==> config.mk <==
export PLATFORM = sky130hd
export DESIGN_NAME = wb_port_arbiter
export DESIGN_NICKNAME = d
export VERILOG_FILES = /design/src/rtl/wb_port_arbiter.sv
export SDC_FILE = /design/constraint.sdc
export NUM_CORES = 1
export LEC_CHECK = 0
export CAP_MARGIN = 20
export CORE_MARGIN = 2
export CORE_UTILIZATION = 52
export CTS_CLUSTER_DIAMETER = 30
export DETAILED_ROUTE_END_ITERATION = 7
export GPL_TIMING_DRIVEN = 1
export HOLD_SLACK_MARGIN = 0.1
export PLACE_DENSITY = 0.89
export SLEW_MARGIN = 20
export SYNTH_ARGS = -nofsm -noshare
export SYNTH_HDL_FRONTEND = slang
export SYNTH_SLANG_ARGS = --single-unit
==> constraint.sdc <==
create_clock -name clk -period 12.9 [get_ports clk]
set_input_delay 2.58 -clock clk [delete_from_list [all_inputs] [get_ports clk]]
set_output_delay 2.58 -clock clk [all_outputs]
set_load 0.01 [all_outputs]
==> src/rtl/wb_port_arbiter.sv <==
// Register-file write-port arbiter: the pipeline writeback shares the port with a
// FIFO of long-latency results that drain into idle slots or force a stall when starved.
module wb_port_arbiter #(
    parameter int DEPTH        = 2,
    parameter int STARVE_LIMIT = 4,
    parameter int CW           = $clog2(DEPTH + 1)
) (
    input  logic          clk,
    input  logic          reset,
    input  logic          pipe_we,
    input  logic [5:0]    pipe_waddr,
    input  logic [31:0]   pipe_wdata,
    output logic          pipe_stall,
    input  logic          ll_valid,
    input  logic [5:0]    ll_waddr,
    input  logic [31:0]   ll_wdata,
    output logic          ll_ready,
    output logic          rf_we,
    output logic [5:0]    rf_waddr,
    output logic [31:0]   rf_wdata,
    output logic          ll_pending,
    output logic [CW-1:0] ll_count
);

    localparam int PW = (DEPTH > 1) ? $clog2(DEPTH) : 1;
    localparam int SW = $clog2(STARVE_LIMIT + 1);

    logic [DEPTH-1:0] live_q, live_d;
    logic [5:0]       waddr_q [DEPTH];
    logic [5:0]       waddr_d [DEPTH];
    logic [31:0]      wdata_q [DEPTH];
    logic [31:0]      wdata_d [DEPTH];
    logic [PW-1:0]    rd_ptr_q, rd_ptr_d, wr_ptr_q, wr_ptr_d;
    logic [CW-1:0]    count_q, count_d;
    logic [SW-1:0]    starve_q, starve_d;

    logic not_empty, head_live, pipe_valid, forced;
    logic grant_head, grant_pipe, push, pop, enq_live;

    always_comb begin
        not_empty  = (count_q != '0);
        head_live  = not_empty & live_q[rd_ptr_q];
        // Pipe requests are masked during reset so every output shows its reset value.
        pipe_valid = pipe_we & (pipe_waddr != 6'd0) & ~reset;
        forced     = head_live & (starve_q == SW'(STARVE_LIMIT));
        grant_head = forced | (head_live & ~pipe_valid);
        grant_pipe = pipe_valid & ~forced;
        ll_ready   = (count_q < CW'(DEPTH));
        push       = ll_valid & ll_ready;
        pop        = not_empty & (grant_head | ~live_q[rd_ptr_q]);
        enq_live   = (ll_waddr != 6'd0) & ~(grant_pipe & (ll_waddr == pipe_waddr));

        pipe_stall = forced & pipe_valid;
        rf_we      = grant_head | grant_pipe;
        rf_waddr   = 6'd0;
        rf_wdata   = 32'd0;
        if (grant_head) begin
            rf_waddr = waddr_q[rd_ptr_q];
            rf_wdata = wdata_q[rd_ptr_q];
        end else if (grant_pipe) begin
            rf_waddr = pipe_waddr;
            rf_wdata = pipe_wdata;
        end
        ll_pending = not_empty;
        ll_count   = count_q;
    end

    always_comb begin
        live_d   = live_q;
        waddr_d  = waddr_q;
        wdata_d  = wdata_q;
        rd_ptr_d = rd_ptr_q;
        wr_ptr_d = wr_ptr_q;
        count_d  = count_q;
        starve_d = starve_q;

        // A granted pipe write is younger than anything buffered for the same register.
        if (grant_pipe) begin
            for (int i = 0; i < DEPTH; i++) begin
                if (waddr_q[i] == pipe_waddr) begin
                    live_d[i] = 1'b0;
                end
            end
        end

        if (push) begin
            live_d[wr_ptr_q]  = enq_live;
            waddr_d[wr_ptr_q] = ll_waddr;
            wdata_d[wr_ptr_q] = ll_wdata;
            wr_ptr_d = (wr_ptr_q == PW'(DEPTH - 1)) ? '0 : wr_ptr_q + PW'(1);
        end

        if (pop) begin
            rd_ptr_d = (rd_ptr_q == PW'(DEPTH - 1)) ? '0 : rd_ptr_q + PW'(1);
        end

        case ({push, pop})
            2'b10:   count_d = count_q + CW'(1);
            2'b01:   count_d = count_q - CW'(1);
            default: count_d = count_q;
        endcase

        if (!head_live || grant_head) begin
            starve_d = '0;
        end else if (starve_q != SW'(STARVE_LIMIT)) begin
            starve_d = starve_q + SW'(1);
        end
    end

    always_ff @(posedge clk or posedge reset) begin
        if (reset) begin
            live_q   <= '0;
            rd_ptr_q <= '0;
            wr_ptr_q <= '0;
            count_q  <= '0;
            starve_q <= '0;
            for (int i = 0; i < DEPTH; i++) begin
                waddr_q[i] <= 6'd0;
                wdata_q[i] <= 32'd0;
            end
        end else begin
            live_q   <= live_d;
            rd_ptr_q <= rd_ptr_d;
            wr_ptr_q <= wr_ptr_d;
            count_q  <= count_d;
            starve_q <= starve_d;
            for (int i = 0; i < DEPTH; i++) begin
                waddr_q[i] <= waddr_d[i];
                wdata_q[i] <= wdata_d[i];
            end
        end
    end

endmodule

==> flow_summary_export.csv <==
group,metric,value,unit
floorplan,num_rows,33,
clock_network,cts_tree,"yes",
floorplan,dieArea,9364,sq um
floorplan,die_w,96.77,microns
setup_path,start_kind,"input pin",
logic_synthesis,ys_warn_count,0,
power_and_ir_drop,max-vdd-ir-drop,0.1158,mV
floorplan,io_pins,124,
setup_path,end_kind,"output port",
hold_path,min_path_type,"reg -> reg",
power_and_ir_drop,finalPower,1.377,mW
setup_path,cp.required,10.32,ns
timing,min_period_over_period,0.6313,
clock_network,root_buffer,"clkbuf_8",
detailed_routing,first_pass_iters,4,
detailed_routing,routed_wl,10070,microns
timing,max_clock_freq,122.8,MHz
power_and_ir_drop,power-per-cell-area,228.3,nW/um^2
detailed_routing,drt-initial-drc-count,121,
setup_path,crit_chain,"clkdlybuf4s50_1, or4_4, o311ai_4, o21ai_4, buf_4, o2bb2ai_1, clkdlybuf4s50_1",
placement,gp_congestion,0.7857,
finish,n_antenna_cell,0,
finish,syn_to_final_growth,34.72,%
detailed_routing,vias_per_cell,5.617,
global_routing,grt_pass1_wl,17010,microns
logic_synthesis,synthCells,336,
placement,portBuffers,123,
setup_path,path_max_fanout,22,
floorplan,die_y,96.77,microns
logic_synthesis,ys_ff_latch,85,
clock_network,cts_made_buffers,9,
setup_path,cp_slowest_cell,"or4_4",
setup_path,slowest_delay,0.60,ns
timing,clock_skew,0.008770,ns
global_routing,antenna_found_initial,0,
flow_run,max_cap_viol_count,0,
global_routing,grt_pass1_vias,3413,
power_and_ir_drop,leakage,2.467,nW
timing,period_needed,8.144,ns
detailed_routing,antenna_left,0,
logic_synthesis,synth.net_count,419,
timing,fin_tns_setup,0,ns
timing,setup_viol,0,
timing,slew_viol_final,0,
finish,fill_cells,567,
clock_network,cts_buffer_depth,2,
finish,regArea,2128,sq um
timing,worst_slew_pin_slew,0.9898,ns
clock_network,post_cts_resized,0,
floorplan,start_util,0.5393,
detailed_routing,wl_per_cell,17.92,microns
global_routing,grt_use_total,0.2250,
detailed_routing,drc,0,
clock_network,hold_buffers,0,
clock_network,clkLatencyLatePin,0.35,ns
logic_synthesis,avgSynthCellArea,13.32,sq um
detailed_routing,vias,3157,
setup_path,criticalPathCategory,"in -> out",
finish,drive_gt1_frac,0.2757,
clock_network,clock_sinks,85,
floorplan,core,8299,sq um
setup_path,cp_data_arrival_time,5.56,ns
outcome,outcome,"completed",
clock_network,clk_pin_slew,0.09,ns
timing,rsz0062_at_grt,"false",
setup_path,crit_path_frequent_cell,"clkdlybuf4s50_1",
global_routing,grt_overflow_total,0,
clock_network,htreeDepth,3,
clock_network,cts_setup_buffers,0,
timing,hold_viol,0,
setup_path,cp.buffers_inverters,3,
logic_synthesis,ys_types,32,
logic_synthesis,synth-seq-area-share,0.4753,
timing,slew_headroom,0.3378,
finish,multi_input_area,2218,sq um
global_routing,grt_max_degree,48,
placement,dp_hpwl,7179,microns
setup_path,cp_top_family,"buffers and inverters",
finish,nets,535,
logic_synthesis,netlist_area,4476,sq um
==> report_power, final <==
group	internal, mW	switching, mW	leakage (nW)
logic	0.378	0.301	1.35
registers	0.401	0.0819	1.01
clock network	0.116	0.0994	0.107
total	0.894	0.483	2.47
==> flip-flops by register name (all words and copies together) (netlist names) <==
name	flops
ll_count	2
starve_q	3
waddr_q	12
live_q	2
wdata_q	64
wr_ptr_q	1
rd_ptr_q	1
==> per-stage QoR <==
stage	worst slack (ns)	area (sq um)	util	instances	hold slack (ns)
6_report	4.756	6030	0.7265	562	0.5090
5_1_grt	4.574	6030	0.7265	562	0.5309
4_1_cts	4.741	6030	0.7265	562	0.5133
3_5_place_dp	4.742	5798	0.6986	546	0.4935
3_3_place_gp	4.761	5771	0.6953	545	0.4870
2_1_floorplan	4.742	4476	-	336	0.4792
==> worst reg2reg max path, stage by stage (launching register included) <==
cell and delay (ns):
dfrtp_1 0.40, inv_1 0.08, ha_1 0.15, nand2_1 0.09, nor3_1 0.54, nor2_4 0.29, buf_16 0.26, a21oi_1 0.16
ha_1 0.27, nor2_1 0.16, xnor2_1 0.17
==> area by class of cell <==
cell class | count | area share
tap | 105 | 0.02179
clock inverter | 6 | 0.01556
sequential | 85 | 0.3530
timing repair buffer | 128 | 0.2137
clock buffer | 10 | 0.02283
inverter | 8 | 0.005188
multi-input combinational | 220 | 0.3679
==> cells in the final DEF (no fill, tap or decap), types with 2 or more instances in the layout <==
| cell | netlist | routed |
|---|---|---|
| and3_1 | 3 | 3 |
| buf_4 | 1 | 4 |
| bufinv_16 | 0 | 2 |
| clkbuf_8 | 0 | 10 |
| clkdlybuf4s50_1 | 0 | 123 |
| clkinvlp_4 | 0 | 3 |
| dfrtp_1 | 85 | 84 |
| ha_1 | 3 | 3 |
| inv_1 | 8 | 7 |
| mux2_2 | 76 | 76 |
| mux2i_1 | 39 | 39 |
| nand2_1 | 10 | 9 |
| nand4_1 | 3 | 3 |
| nor2_1 | 6 | 5 |
| nor2_4 | 0 | 2 |
| nor2b_1 | 2 | 2 |
| nor3_1 | 2 | 2 |
| nor4_1 | 3 | 3 |
| o22ai_1 | 2 | 2 |
| o2bb2ai_1 | 18 | 18 |
| o2bb2ai_2 | 20 | 20 |
| xnor2_1 | 22 | 22 |
==> cells in the mapped netlist, drive strengths merged <==
cell type  count  area [sq um]
a211oi         1         12.51
mux2          76         855.8
o22ai          2         12.51
nor4           3         18.77
nor2b          2         12.51
xor2           1         8.760
or4            1         11.26
clkbuf        12         45.04
nand4          3         18.77
inv            8         30.03
buf           11         77.57
ha             3         37.54
a21oi          1         5.000
a21o           1         7.510
o311ai         1         26.28
o21ai          1         8.760
xnor2         22         192.7
nor2           7         28.78
o41ai          1         8.760
mux2i         39         390.4
o311a          1         10.01
nor3           2         10.01
o2bb2ai       38         457.9
dfrtp         85          2127
nand2         10         37.54
and3           3         18.77
nand3          1         5.000
==> path summary, 6_finish.rpt <==
path	cells after the start	from	endpoint	slack, ns
worst max-delay path	7	pipe_waddr[0]	rf_waddr[2]	4.76
worst min-delay path	1	wdata_q[20]	wdata_q[20]	0.51
worst max register to register	10	starve_q[0]	ll_count[1]	10.22
worst min register to register	1	wdata_q[20]	wdata_q[20]	0.51
max in group asynchronous	3	reset	rd_ptr_q	9.22
min in group asynchronous	2	reset	wdata_q[20]	2.62
==> layer usage <==
layer | global-route usage | part of all wire
met5 | 0 | 0
met4 | 0.08559 | 0.018
met1 | 0.2723 | 0.42
met3 | 0.05780 | 0.046
met2 | 0.3862 | 0.52
==> kinds of logic after synthesis <==
logic type / synth area share
adder cells (fa/ha/maj): 0.008388
buffers and inverters: 0.03411
AO/OA/AOI/OAI: 0.1227
XOR/XNOR: 0.04501
AND/OR/NAND/NOR: 0.03606
flip-flops: 0.4753
multiplexers: 0.2784
Power figures use the tool's default switching activity.
